[config.mk]
export PLATFORM = sky130hd
export DESIGN_NAME = namuru_baseband
export DESIGN_NICKNAME = d
export VERILOG_FILES = /design/src/rtl/namuru_baseband.sv
export SDC_FILE = /design/constraint.sdc
export NUM_CORES = 1
export LEC_CHECK = 0
export CAP_MARGIN = 20
export CORE_ASPECT_RATIO = 1.1
export CORE_MARGIN = 4
export CORE_UTILIZATION = 40
export CTS_CLUSTER_SIZE = 25
export DETAILED_ROUTE_END_ITERATION = 8
export GPL_ROUTABILITY_DRIVEN = 0
export PLACE_DENSITY = 0.6
export SLEW_MARGIN = 20
export SYNTH_ARGS = -nofsm -noshare
export SYNTH_HDL_FRONTEND = slang
export SYNTH_SLANG_ARGS = --single-unit
[constraint.sdc]
create_clock -name sys_clk -period 3.35 [get_ports sys_clk]
set_input_delay 1.005 -clock sys_clk [delete_from_list [all_inputs] [get_ports sys_clk]]
set_output_delay 1.005 -clock sys_clk [all_outputs]
set_load 0.01 [all_outputs]
[src/rtl/namuru_baseband.sv]
// namuru_baseband: Wishbone timebase (TIC) and sample accumulators for a GPS front end.
// Optional sign-sum accumulator is built only when NAMURU_SIGNMAG_EN is defined.
module namuru_baseband #(
  parameter logic [31:0] HW_ID     = 32'h4E41_4D31,
  parameter logic [23:0] TIC_RESET = 24'd99_999
) (
  input  logic        sys_clk,
  input  logic        sys_rst,
  input  logic [31:0] wb_adr_i,
  input  logic [31:0] wb_dat_i,
  output logic [31:0] wb_dat_o,
  input  logic        wb_cyc_i,
  input  logic        wb_stb_i,
  input  logic        wb_we_i,
  input  logic [3:0]  wb_sel_i,
  output logic        wb_ack_o,
  input  logic        gps_rec_sign,
  input  logic        gps_rec_mag,
  output logic        irq
);

  localparam logic [7:0] A_STATUS = 8'hE0;
  localparam logic [7:0] A_NEWD   = 8'hE1;
  localparam logic [7:0] A_TICC   = 8'hE2;
  localparam logic [7:0] A_ACCUM  = 8'hE3;
  localparam logic [7:0] A_PROG   = 8'hE4;
  localparam logic [7:0] A_IRQEN  = 8'hE5;
  localparam logic [7:0] A_SWRST  = 8'hE6;
  localparam logic [7:0] A_SIGN   = 8'hE7;
  localparam logic [7:0] A_ID     = 8'hEF;

  logic        r_ack;
  logic [31:0] r_dat;
  logic        r_irq;
  logic        r_mag_s1, r_mag_s2;
  logic [23:0] r_prog_tic;
  logic [1:0]  r_irq_en;
  logic [23:0] r_samp;
  logic [31:0] r_tic_cnt, r_tic_lat;
  logic [23:0] r_acc_live, r_acc_lat;
  logic [1:0]  r_status;
  logic        r_new;

  logic [7:0]  w_idx;
  logic        w_acc, w_wr, w_rd;
  logic        w_prog_wr, w_sw_rst, w_stat_rd, w_new_rd;
  logic        w_tic;
  logic [23:0] w_sign_sum;
  logic [31:0] w_rdata;
  logic        w_unused;

  assign w_idx     = wb_adr_i[9:2];
  assign w_acc     = wb_cyc_i & wb_stb_i & ~r_ack;
  assign w_wr      = w_acc & wb_we_i;
  assign w_rd      = w_acc & ~wb_we_i;
  assign w_prog_wr = w_wr && (w_idx == A_PROG);
  assign w_sw_rst  = w_wr && (w_idx == A_SWRST) && wb_dat_i[0];
  assign w_stat_rd = w_rd && (w_idx == A_STATUS);
  assign w_new_rd  = w_rd && (w_idx == A_NEWD);
  assign w_tic     = (r_samp == r_prog_tic);

  assign wb_ack_o = r_ack;
  assign wb_dat_o = r_dat;
  assign irq      = r_irq;

  always_comb begin
    w_rdata = '0;
    case (w_idx)
      A_STATUS: w_rdata = {30'd0, r_status};
      A_NEWD:   w_rdata = {31'd0, r_new};
      A_TICC:   w_rdata = r_tic_lat;
      A_ACCUM:  w_rdata = {8'd0, r_acc_lat};
      A_PROG:   w_rdata = {8'd0, r_prog_tic};
      A_IRQEN:  w_rdata = {30'd0, r_irq_en};
      A_SIGN:   w_rdata = {8'd0, w_sign_sum};
      A_ID:     w_rdata = HW_ID;
      default:  w_rdata = '0;
    endcase
  end

  always_ff @(posedge sys_clk or negedge sys_rst) begin
    if (!sys_rst) begin
      r_ack <= 1'b0;
      r_dat <= '0;
    end else begin
      r_ack <= w_acc;
      if (w_rd) r_dat <= w_rdata;
    end
  end

  always_ff @(posedge sys_clk or negedge sys_rst) begin
    if (!sys_rst) begin
      r_mag_s1   <= 1'b0;
      r_mag_s2   <= 1'b0;
      r_prog_tic <= TIC_RESET;
      r_irq_en   <= '0;
      r_irq      <= 1'b0;
    end else begin
      r_mag_s1 <= gps_rec_mag;
      r_mag_s2 <= r_mag_s1;
      if (w_prog_wr) r_prog_tic <= wb_dat_i[23:0];
      if (w_wr && (w_idx == A_IRQEN)) r_irq_en <= wb_dat_i[1:0];
      r_irq <= |(r_status & r_irq_en);
    end
  end

  // A TIC on the same edge as a clearing read keeps the flag set.
  always_ff @(posedge sys_clk or negedge sys_rst) begin
    if (!sys_rst) begin
      r_samp     <= '0;
      r_tic_cnt  <= '0;
      r_tic_lat  <= '0;
      r_acc_live <= '0;
      r_acc_lat  <= '0;
      r_status   <= '0;
      r_new      <= 1'b0;
    end else if (w_sw_rst) begin
      r_samp     <= '0;
      r_tic_cnt  <= '0;
      r_tic_lat  <= '0;
      r_acc_live <= '0;
      r_acc_lat  <= '0;
      r_status   <= '0;
      r_new      <= 1'b0;
    end else begin
      r_samp <= (w_prog_wr || w_tic) ? 24'd0 : r_samp + 24'd1;
      if (w_tic) begin
        r_tic_lat  <= r_tic_cnt;
        r_tic_cnt  <= r_tic_cnt + 32'd1;
        r_acc_lat  <= r_acc_live + {23'd0, r_mag_s2};
        r_acc_live <= '0;
        r_status   <= 2'b11;
        r_new      <= 1'b1;
      end else begin
        r_acc_live <= r_acc_live + {23'd0, r_mag_s2};
        if (w_stat_rd) r_status <= 2'b00;
        if (w_new_rd)  r_new    <= 1'b0;
      end
    end
  end

`ifdef NAMURU_SIGNMAG_EN
  logic        r_sgn_s1, r_sgn_s2;
  logic [23:0] r_sgn_live, r_sgn_lat;

  always_ff @(posedge sys_clk or negedge sys_rst) begin
    if (!sys_rst) begin
      r_sgn_s1   <= 1'b0;
      r_sgn_s2   <= 1'b0;
      r_sgn_live <= '0;
      r_sgn_lat  <= '0;
    end else begin
      r_sgn_s1 <= gps_rec_sign;
      r_sgn_s2 <= r_sgn_s1;
      if (w_sw_rst) begin
        r_sgn_live <= '0;
        r_sgn_lat  <= '0;
      end else if (w_tic) begin
        r_sgn_lat  <= r_sgn_live + {23'd0, r_sgn_s2};
        r_sgn_live <= '0;
      end else begin
        r_sgn_live <= r_sgn_live + {23'd0, r_sgn_s2};
      end
    end
  end

  assign w_sign_sum = r_sgn_lat;
  assign w_unused = ^{wb_sel_i, wb_adr_i[31:10], wb_adr_i[1:0],
                      wb_dat_i[31:24]};
`else
  assign w_sign_sum = '0;
  assign w_unused = ^{wb_sel_i, wb_adr_i[31:10], wb_adr_i[1:0],
                      wb_dat_i[31:24], gps_rec_sign};
`endif

endmodule

Yosys cells after proc, flatten, opt, wreduce, memory -nomap -nowiden
Index checks and enable logic that the tools add are counted.
- register bits: 201
- latch bits: 0
- bits in writable memories: 0
- bits in read-only memories: 0
- logic and storage cells: 61
- memories kept: 0
- $add $sub $neg: 3
- multipliers: 0
- divide/modulo/power cells: 0
- order comparisons: 0
- eq/ne operators: 9
- shift operators: 0
- muxes and demuxes: 17
- bitwise logic cells: 7
- reductions and logical operators: 11
- operators by type and width (operator ; count):
    $pmux 32 s7 ; 1
    $mux 24 ; 6
    $mux 32 ; 4
    $eq 8x8->1 const B ; 8
    $add 32x1->32 const B ; 1
    $add 24x1->24 ; 1
    $add 24x1->24 const B ; 1
    $eq 24x24->1 ; 1
    $logic_and 1x1->1 ; 6
    $mux 2 ; 3
    $reduce_bool 3->1 ; 2
    $and 1x1->1 ; 4
    $mux 1 ; 3
    $and 2x2->2 ; 1
    $not 1->1 ; 2
    $reduce_bool 2->1 ; 1
    $reduce_or 2->1 ; 1
    $logic_or 1x1->1 ; 1

Logic depth before layout (Yosys ltp)
Gate-level depths: netlist of the first run.
- word-level depth: 7
- gate-level depth with buffers: 9
- gate-level depth less buffers: 7

Worst setup path before layout of the first run
OpenSTA, ideal clock, no wires.
- path kind: input-to-reg
- start point: input wb_adr_i[6]
- end point: register r_samp[10]
- library setup time: 136 ps
- data arrival time: 2647 ps
- path slack: 567 ps
- stages on the path: 6
- buffers on the path: 2
- cells stage by stage: nand4b_1 -> nor3b_1 -> nor4b_1 -> buf_2 -> clkbuf_1 -> nor3_1
- longest elaborated chain between the ends: 5
- elaborated cells between the ends (all ways): 8
- ends and longest elaborated chain (item ; line ; RTL):
    start: declaration ; 9 ; input logic [31:0] wb_adr_i,
    $eq 8x8->1 ; 56 ; assign w_prog_wr = w_wr && (w_idx == A_PROG);
    $logic_and 1x1->1 ; 56 ;
    $logic_or 1x1->1 ; 126 ; r_samp <= (w_prog_wr || w_tic) ? 24'd0 : r_samp + 24'd1;
    $mux 24 ; 126 ;
    $mux 24 (*) ; 117 ; end else if (w_sw_rst) begin
    end signal: assignment ; 126 ;
    end: declaration ; 38 ; logic [23:0] r_samp;
Mark *: on every way between the ends. The rest lies on a longest branch, timed or not.
A chain may end at the register's enable or synchronous reset.

Worst setup path after layout of the first run
- start point: register r_prog_tic[1]
- end point: register r_acc_live[19]
- longest elaborated chain between the ends: 3
- ends and longest elaborated chain (item ; line ; RTL):
    start: declaration ; 36 ; logic [23:0] r_prog_tic;
    start signal: assignment ; 101 ; if (w_prog_wr) r_prog_tic <= wb_dat_i[23:0];
    $eq 24x24->1 ; 60 ; assign w_tic = (r_samp == r_prog_tic);
    $mux 24 ; 127 ; if (w_tic) begin
    $mux 24 ; 117 ;
    end signal: assignment ; 135 ; r_acc_live <= r_acc_live + {23'd0, r_mag_s2};
    end: declaration ; 40 ; logic [23:0] r_acc_live, r_acc_lat;
Every way passes these cells.

==> metrics.md, run 1 <==
| Metric | Value |
|---|---|
| Outcome | completed |
| Clock skew | 0.0124 ns |
| Rows | 59 |
| Setup TNS | 0 ns |
| Ys async rst share | 100% |
| Routed WL per cell | 19.9 um |
| Slew @ Worst Pin | 0.896 ns |
| Number of synthesized flops with an enable pin | 0 |
| DR vias/cell | 5.83 |
| Length in cells of the worst reg-to-reg path | 7 |
| Syn avg cell area | 10.0 um2 |
| Fin. Hold Viols | 0 |
| Post-CTS sizing | 0 |
| Fin worst setup slack | 0.441 ns |
| Critical R2R Launch | r_prog_tic[1] |
| First-pass GRT wire length | 43400 um |
| Die height | 172 um |
| Die width | 157 um |
| M3 GR Usage | 2.84% |
| Syn Inst Count | 970 |
| Setup crit end kind | flip-flop |
| Ranking of synthesized cells by area | dfrtp_1 (49%), a21oi_1 (4.8%), xor2_1 (4.2%) |
| Clk network pwr share | 28.8% |
| CP max FO | 48 |
| RSZ-0062 raised after global routing | false |
| Mapped cell area | 9720 um2 |
| Hold Crit Class | reg -> reg |
| Post CTS Setup Buffer Count | 0 |
| CTS H-tree lvls | 4 |
| CTS tree | done |
| Met1 Use GR | 29.1% |
| Leakage power | 4.80 nW |
| Switching Fraction | 36.3% |
| Hold Startpoint | r_mag_s1 |
| Flop pwr share | 42.4% |
| Num CTS Buffers | 17 |
| Synth area leader | dfrtp_1 |
| Final setup viols | 0 |
| Yosys top cell area share | 48.9% |
| First DRT Iteration DRCs | 634 |
| Area growth from synthesis to layout | 19.3% |
| Largest net degree at the start of global routing | 75 |
| CTS sink count | 200 |
| Endpoint, Worst Hold | r_mag_s2 |
| Max frequency | 344 MHz |
| Comb pwr share | 28.7% |
| Post-synth top flop | dfrtp_1 |
| Power density over cell area | 614 nW/um2 |
| R2R setup slack | 0.44 ns |
| Worst Hold Depth | 0 |
| P_int | 4.53 mW |
| Distinct cells, synth | 58 |
| Ys Warns | 0 |
| CTS Buffer Depth | 2 |
| Total power | 7.12 mW |
| Antenna cells | 0 |
| Final Max Slew Viols | 0 |
| Final-layout fill cell count | 2207 |
| Startpoint class of the critical path | flip-flop |
| Core area | 23800 um2 |
| Final period util | 86.8% |
| GR Overflow Total | 0 |
| Clock root cell | clkbuf_16 |
| Final antenna-violating net count | 0 |
| Total die area | 26900 um2 |
| Hpwl dp | 18400 um |
| Slew headroom | 39.7% |
| Net Switching | 2.59 mW |
| Maximum vdd ir drop | 0.380 mV |
| Share of layout cells above drive strength 1 | 13.1% |
| Dpl ws | 0.253 ns |
| Final core utilization | 48.8% |
| Crit path DAT | 3.22 ns |
| Required @ worst endpoint | 3.67 ns |
| PortBufs | 71 |
| I/O pin count | 109 |
| Period minus WS final | 2.91 ns |
| Max-cap check violation count | 0 |
| WS Path Type | reg -> reg |
| Vias in the first global route | 7645 |
| Nets | 1111 |
| Busiest grt layer | met2 |
| # DRC | 0 |
| Initial Util | 40.9% |
| M2 GR Usage | 32.6% |
| Synthesized flop and latch total | 200 |
| Clock transition at path regs | 0.08 ns |
| R2r endpoint | r_acc_live[19] |
| Syn Nets | 1049 |
| Clk_lat worst skew | 0.44 ns |
| Antenna violations before repair | 0 |
| Post-synthesis sequential area ratio | 51.6% |
| Via count | 7871 |
| Routed WL | 26800 um |
| Gr usage total | 20.4% |
| Cts hold-fix bufs | 0 |
| TritonRoute pass-1 iters | 5 |
[sequential cells by signal, summed over array words and instances, names as in the netlist]
signal and count:
r_tic_cnt 32, r_tic_lat 32, wb_dat_o 32, r_acc_lat 24, r_acc_live 24, r_prog_tic 24
r_samp 24, r_irq_en 2, irq 1, r_mag_s1 1, r_mag_s2 1, r_new 1
r_status 1, wb_ack_o 1
[area by class of cell]
cell class                 count  area [um2]  area share, %
timing repair buffer         117        1180           10.2
clock buffer                  18         439           3.79
tap                          305         382           3.29
clock inverter                14         138           1.19
sequential                   200        5020           43.3
inverter                       8        30.0          0.259
multi-input combinational    688        4410           38.0
[logic make-up (layout without fill, tap and decap cells)]
kind of cell | after synthesis | after routing | synth area share (%)
DFF | 200 | 200 | 51.6
buffers and inverters | 82 | 157 | 3.56
xor gates and xnor gates | 65 | 65 | 5.86
and+or+nand+nor | 330 | 330 | 18.5
adders and majority gates | 4 | 4 | 0.515
muxes | 36 | 36 | 4.05
AOI/OAI and AO/OA | 253 | 253 | 15.9
[critical path, stage by stage, from the launching register on]
cell     delay, ns
dfstp_2       0.61
xor2_1        0.10
nor4_1        0.57
nand4_1       0.18
buf_4         0.32
o21ai_4       0.66
buf_4         0.28
nor2_1        0.05
[cells in the mapped netlist (3+ instances only)]
library cell  count
a211oi_1         16
a21oi_1          94
a221oi_1          9
a222oi_1          3
a22o_1           11
a32oi_1           8
and2_1            5
and3_1           13
and4_1            8
buf_1             3
buf_2            10
buf_6             3
clkbuf_1         57
dfrtp_1         190
dfstp_2          10
ha_1              4
inv_1             8
mux2_2           27
mux2i_1           9
nand2_1          61
nand2b_1          7
nand3_1          70
nand4_1          28
nand4b_1          3
nor2_1           36
nor3_1           35
nor4_1           20
nor4b_1           3
o211a_1           4
o21ai_0          72
o21ba_2           3
o31ai_1          23
or2_2             3
or4_1            23
xnor2_1          18
xor2_1           47
[power groups by stage]
stage               logic (mW)  registers [mW]  clock network [mW]
floorplan                 1.39            2.98                   0
global placement          2.01            3.05                   0
detailed placement        2.05            3.06                   0
CTS                       2.05            3.02                2.09
global route              2.30            3.06                2.17
finish                    2.05            3.02                2.05
[cell usage in the layout, fill, tap and decap left out, drive strengths merged, types with 27 or more instances in the layout]
cell type,count
nor3,35
clkdlybuf4s50,70
xor2,47
a21oi,94
nand2,61
dfrtp,190
nand4,29
nand3,70
buf,46
mux2,27
o21ai,73
nor2,37
[worst max path at each step]
stage	slack, ns	cells after the start	startpoint	endpoint
finish	0.44	7	r_prog_tic[1]	r_acc_live[19]
global route	0.25	7	r_prog_tic[1]	r_acc_live[19]
CTS	0.40	8	r_prog_tic[10]	r_acc_live[19]
detailed placement	0.25	6	wb_adr_i[6]	r_prog_tic[20]
global placement	0.25	6	wb_adr_i[6]	r_prog_tic[12]
floorplan	0.57	6	wb_adr_i[6]	r_samp[10]
[stage by stage]
| step | instance area (um2) | hold slack, ns | std cells |
|---|---|---|---|
| final | 11600 | 0.351 | 1350 |
| after global routing | 11600 | 0.367 | 1350 |
| after CTS | 11600 | 0.354 | 1350 |
| after detailed placement | 11000 | 0.336 | 1318 |
| after global placement | 11000 | 0.335 | 1318 |
| after floorplan | 9720 | 0.331 | 970 |
[layer usage]
metal  vias to the layer above  part of all wire [%]
li1                       3726                     -
met4                         0                   1.6
met2                       172                    48
met5                         -                     0
met3                        27                   4.3
met1                      3946                    46
Power figures use the tool's default switching activity.
==> run 2, diff against run 1 <==
--- a/config.mk
+++ b/config.mk
@@ -5,11 +5,10 @@
 export SDC_FILE = /design/constraint.sdc
 export NUM_CORES = 1
 export LEC_CHECK = 0
-export CAP_MARGIN = 20
-export CORE_ASPECT_RATIO = 1.1
+export CAP_MARGIN = 25
 export CORE_MARGIN = 4
 export CORE_UTILIZATION = 40
-export CTS_CLUSTER_SIZE = 25
+export CTS_CLUSTER_SIZE = 14
 export DETAILED_ROUTE_END_ITERATION = 8
 export GPL_ROUTABILITY_DRIVEN = 0
 export PLACE_DENSITY = 0.6
==> run 2 against run 1 <==
Sequential share of layout area shrank 0.11 points. Routed wire length shrank 1.5%. Clock-buffer cell count is the same. Setup slack gained 0.077 ns. Cell area grew 0.26%. Largest cell class unchanged.
==> metrics.md, run 2 (synthesis gave the netlist of run 1 again) <==
| Metric | Value |
|---|---|
| Outcome | completed |
| Most frequent cells in the layout | dfrtp_1 (190), a21oi_1 (94), o21ai_0 (72), nand3_1 (70), clkdlybuf4s50_1 (70) |
| Hpwl dp | 18300 um (-0.44%) |
| Slowest stage delay, CP | 0.64 ns (-0.02 ns) |
| Required @ worst endpoint | 3.67 ns (about the same) |
| CP cell instances | xor2_1 -> nor4_1 -> nand4_1 -> buf_12 -> o21ai_4 -> buf_12 -> nor3_1 |
| Critical R2R Launch | r_prog_tic[1] |
| Initial Util | 41.1% (+0.15 points) |
| Clock root cell | clkbuf_16 |
| Final-layout fill cell count | 2283 (+3.4%) |
| Core area | 23700 um2 (-0.37%) |
| Clock transition at path regs | 0.08 ns (about the same) |
| RSZ-0062 raised after global routing | false |
| First-pass GRT wire length | 42500 um (-2.2%) |
| Power density over cell area | 615 nW/um2 (+0.20%) |
| Via count | 7888 (+0.22%) |
| Largest net degree at the start of global routing | 64 (-15%) |
| Hold Crit Class | reg -> reg |
| Gr usage total | 20.0% (-0.36 points) |
| Length in cells of the worst reg-to-reg path | 7 (unchanged) |
| Area growth from synthesis to layout | 19.6% |
| First DRT Iteration DRCs | 717 (+13%) |
| CTS Buffer Depth | 2 (unchanged) |
| Num CTS Buffers | 17 (unchanged) |
| Leakage power | 4.80 nW (about the same) |
| Die height | 164 um (-4.4%) |
| Crit. path cell count | 7 (unchanged) |
| DR vias/cell | 5.80 (-0.52%) |
| Max-cap check violation count | 0 (unchanged) |
| Clk_lat worst skew | 0.44 ns (about the same) |
| Commonest non-fill, non-tap cell in the layout | dfrtp_1 |
| Final Max Slew Viols | 0 (unchanged) |
| Crit path launch | r_prog_tic[1] |
| Final core utilization | 49.1% (+0.31 points) |
| TritonRoute pass-1 iters | 6 (+1) |
| CP max FO | 35 (-27%) |
| Setup TNS | 0 ns (unchanged) |
| GR Overflow Total | 0 (unchanged) |
| Register area | 5020 um2 (unchanged) |
| Clock skew | 0.0125 ns (+0.000127 ns) |
| R2R setup slack | 0.52 ns (+0.08 ns) |
| WS Path Type | reg -> reg |
| Die width | 164 um (+4.6%) |
| CTS H-tree lvls | 4 (unchanged) |
| # DRC | 0 (unchanged) |
| Slew headroom | 34.4% (-5.3 points) |
| Final period util | 84.5% (-2.3 points) |
| Routed WL per cell | 19.4 um (-2.3%) |
| Post-CTS sizing | 0 (unchanged) |
| Antenna violations before repair | 0 (unchanged) |
| Final setup viols | 0 (unchanged) |
| Setup crit end kind | flip-flop |
| I/O pin count | 109 (unchanged) |
| Final antenna-violating net count | 0 (unchanged) |
| Fin worst setup slack | 0.519 ns (+0.0773 ns) |
| Maximum vdd ir drop | 0.409 mV (+7.8%) |
| Max frequency | 353 MHz (+2.7%) |
| PortBufs | 71 (unchanged) |
| Placed Area | 11000 um2 (+0.11%) |
| Cts hold-fix bufs | 0 (unchanged) |
| Slew @ Worst Pin | 0.975 ns (+0.0793 ns) |
| Crit path capture | r_samp[11] |
| Antenna cells | 0 (unchanged) |
| Dpl ws | 0.320 ns (+0.0669 ns) |
| Buf+Inv Stages, Crit Path | 2 (unchanged) |
| Total die area | 26900 um2 (about the same) |
| Fin area | 11600 um2 (+0.26%) |
| Worst path top cell family by delay | simple AND/OR/NAND/NOR gates |
| Critical-path top delay cell | o21ai_4 |
| CTS sink count | 200 (unchanged) |
| Post CTS Setup Buffer Count | 0 (unchanged) |
| Crit path DAT | 3.15 ns (-0.07 ns) |
| Cell mode on critical path | buf_12 |
| Share of layout cells above drive strength 1 | 12.8% (-0.33 points) |
| Vias in the first global route | 7536 (-1.4%) |
| Period minus WS final | 2.83 ns (-0.0773 ns) |
| CTS tree | done |
| Startpoint class of the critical path | flip-flop |
| Area taken by multi-input logic gates | 4410 um2 (unchanged) |
| Fin. Hold Viols | 0 (unchanged) |
| Nets | 1107 (-0.36%) |
| R2r endpoint | r_samp[11] |
| Routed WL | 26400 um (-1.5%) |
| WHS | 0.366 ns (+0.0152 ns) |
| Rows | 56 (-5.1%) |
## run 2: cell types whose count changed in the layout (fill, tap and decap cells not counted), sizes merged
cell	before	now
buf	46	42
clkinvlp	3	1
inv	14	16
## run 2: cell type report
class	instances	share of cell area, %
Sequential cell	200	43.2
Multi-Input combinational cell	688	37.9
Timing Repair Buffer	113	10.1
Clock buffer	18	3.78
Tap cell	319	3.43
Clock inverter	14	1.33
Inverter	8	0.258
## run 2: where the power goes
group | internal, mW | total (mW) | switching (mW)
clock | 1.08 | 2.10 | 1.01
sequential | 2.76 | 3.04 | 0.280
combinational | 0.702 | 2.02 | 1.32
## run 2: how the worst min path moves through the flow
stage	endpoint	cells past startpoint	start	slack, ns
4_1_cts	r_mag_s2	0	r_mag_s1	0.37
5_1_grt	r_mag_s2	0	r_mag_s1	0.38
3_5_place_dp	r_mag_s2	0	r_mag_s1	0.35
3_3_place_gp	r_mag_s2	0	r_mag_s1	0.34
6_report	r_mag_s2	0	r_mag_s1	0.37
2_1_floorplan	r_mag_s2	0	r_mag_s1	0.33
## run 2: through the flow
step                instances  total power, mW
floorplan                 970             4.36
global placement         1328             5.04
detailed placement       1328             5.08
CTS                      1360             7.18
global route             1360             7.55
finish                   1360             7.16
## run 2: routing by layer
layer / vias up / part of all wire, % / global-route usage [%]
met4: 0 / 0.75 / 3.93
met3: 16 / 4.4 / 3.74
li1: 3715 / - / -
met2: 162 / 47 / 31.8
met1: 3995 / 48 / 29.0
met5: - / 0 / 0
==> run 3, diff against run 2 <==
==> constraint.sdc (replaced) <==
create_clock -name sys_clk -period 2.94 [get_ports sys_clk]
set_input_delay 0.882 -clock sys_clk [delete_from_list [all_inputs] [get_ports sys_clk]]
set_output_delay 0.882 -clock sys_clk [all_outputs]
set_load 0.01 [all_outputs]
==> run 3 against run 2 <==
Worst hold slack worse by 0.015 ns. Utilization up 0.66 points. Combinational power up 19%. Routed wire length up 1.9%. Die area unchanged. Critical path depth unchanged. Via count about the same. Maximum frequency up 8.1%. Highest routed layer unchanged.
==> metrics.md, run 3 (synthesis gave the netlist of run 1 again) <==
| Metric | Value |
|---|---|
| Clock skew | 0.0132 ns (+0.000746 ns) |
| Gr usage total | 20.5% (+0.45 points) |
| Rows | 56 (unchanged) |
| M2 GR Usage | 33.2% (+1.4 points) |
| Antenna cells | 0 (unchanged) |
| RSZ-0062 raised after global routing | false |
| Die height | 164 um (unchanged) |
| Slew @ Worst Pin | 0.745 ns (-0.230 ns) |
| DR vias/cell | 5.74 (-1.0%) |
| Total die area | 26900 um2 (unchanged) |
| Slowest stage delay, CP | 0.58 ns (-0.06 ns) |
| First-pass GRT wire length | 43400 um (+2.1%) |
| Most frequent cells in the layout | dfrtp_1 (190), a21oi_1 (94), o21ai_0 (72), nand3_1 (70), clkdlybuf4s50_1 (70) |
| Comb pwr share | 29.0% (+0.8 points) |
| Nets | 1122 (+1.4%) |
| Switching Fraction | 35.4% (-1.1 points) |
| CTS tree | done |
| TritonRoute pass-1 iters | 5 (-1) |
| WS Path Type | reg -> reg |
| Flop pwr share | 41.6% (-0.9 points) |
| Via count | 7892 (+0.051%) |
| Max frequency | 382 MHz (+8.1%) |
| Outcome | completed |
| Met1 Use GR | 29.2% (+0.27 points) |
| Initial Util | 41.1% (unchanged) |
| Setup crit end kind | flip-flop |
| Finished Layout Cells | 1375 (+1.1%) |
| Clock transition at path regs | 0.07 ns (about the same) |
| CP max FO | 39 (+11%) |
| Share of layout cells above drive strength 1 | 14.0% (+1.2 points) |
| Clk network pwr share | 29.4% (about the same) |
| Vias in the first global route | 7807 (+3.6%) |
| Startpoint class of the critical path | flip-flop |
| First DRT Iteration DRCs | 725 (+1.1%) |
| Power density over cell area | 706 nW/um2 (+15%) |
| Hpwl dp | 18500 um (+0.98%) |
| P_int | 5.37 mW (+18%) |
| Final antenna-violating net count | 0 (unchanged) |
| Largest net degree at the start of global routing | 87 (+36%) |
| Busiest grt layer | met2 |
| Routed WL per cell | 19.6 um (+0.83%) |
| Placed Cells | 1343 (+1.1%) |
| PortBufs | 71 (unchanged) |
| Critical-path top delay cell | dfstp_2 |
| # DRC | 0 (unchanged) |
| Post CTS Setup Buffer Count | 0 (unchanged) |
| Net Switching | 2.95 mW (+13%) |
| Maximum vdd ir drop | 0.435 mV (+6.3%) |
| Routed WL | 26900 um (+1.9%) |
| Leakage power | 4.89 nW (+1.9%) |
| Clock root cell | clkbuf_16 |
| Final Max Slew Viols | 0 (unchanged) |
| Cts hold-fix bufs | 0 (unchanged) |
| Hold Crit Class | reg -> reg |
| I/O pin count | 109 (unchanged) |
| Clk_lat worst skew | 0.44 ns (about the same) |
| Post-CTS sizing | 0 (unchanged) |
| Slew headroom | 50.3% (+16 points) |
| WHS | 0.351 ns (-0.0155 ns) |
| CTS sink count | 200 (unchanged) |
| Required @ worst endpoint | 3.30 ns (-0.37 ns) |
| Core area | 23700 um2 (unchanged) |
| Max-cap check violation count | 0 (unchanged) |
| CTS Buffer Depth | 2 (unchanged) |
| Antenna violations before repair | 0 (unchanged) |
| M3 GR Usage | 3.21% (-0.53 points) |
| Period minus WS final | 2.62 ns (-0.211 ns) |
| Final period util | 89.1% (+4.6 points) |
| Worst path top cell family by delay | simple AND/OR/NAND/NOR gates |
| CP cell instances | xor2_1 -> nor4_1 -> nand4_1 -> buf_4 -> buf_12 -> or4_1 -> a21oi_1 |
| Crit path DAT | 2.98 ns (-0.17 ns) |
| Num CTS Buffers | 17 (unchanged) |
| Fin. Hold Viols | 0 (unchanged) |
| Die width | 164 um (unchanged) |
| Buf+Inv Stages, Crit Path | 2 (unchanged) |
| CTS H-tree lvls | 4 (unchanged) |
| GR Overflow Total | 0 (unchanged) |
| Commonest non-fill, non-tap cell in the layout | dfrtp_1 |
| Final setup viols | 0 (unchanged) |
| Area growth from synthesis to layout | 21.2% |
==> run 3: cell count changes in the layout (fill, tap and decap cells not counted), sizes merged <==
cell	before	now
inv	16	14
buf	42	57
clkbuf	19	20
bufinv	1	2
==> run 3: metrics by stage <==
stage	util, %	instance area, um2	total power, mW	worst slack (ns)	TNS (ns)
finish	49.8	11800	8.32	0.320	0
global placement	47.2	11200	5.87	-0.0147	-0.160
CTS	49.8	11800	8.37	0.311	0
global route	49.8	11800	8.79	0.108	0
detailed placement	47.2	11200	5.91	-0.0444	-0.468
floorplan	-	9720	4.97	0.280	0
==> run 3: final cells by class <==
type,instances,area (um2)
Inverter,8,30.0
Sequential cell,200,5020
Clock buffer,19,453
Clock inverter,13,159
Fill cell,2211,11900
Timing Repair Buffer,128,1320
Multi-Input combinational cell,688,4410
Tap cell,319,399
==> run 3: final timing paths <==
kind / startpoint / to / slack [ns] / cells past startpoint
max: r_prog_tic[1] / r_tic_cnt[9] / 0.32 / 7
min: r_mag_s1 / r_mag_s2 / 0.35 / 0
max reg2reg: r_prog_tic[1] / r_tic_cnt[9] / 0.32 / 7
min reg2reg: r_mag_s1 / r_mag_s2 / 0.35 / 0
max in group asynchronous: sys_rst / r_tic_cnt[12] / 1.83 / 2
min in group asynchronous: sys_rst / wb_dat_o[24] / 0.36 / 1
==> run 3: power by group through the flow <==
stage | combinational, mW | clock [mW] | sequential (mW)
global route | 2.68 | 2.61 | 3.50
CTS | 2.41 | 2.50 | 3.45
global placement | 2.37 | 0 | 3.50
finish | 2.41 | 2.45 | 3.46
detailed placement | 2.40 | 0 | 3.50
floorplan | 1.58 | 0 | 3.39
==> run 3: metal layers <==
layer / vias to the layer above / routed length, um
met3: 24 / 1050
met2: 161 / 12800
met4: 0 / 319
met5: - / 0
met1: 3962 / 12700
li1: 3745 / -
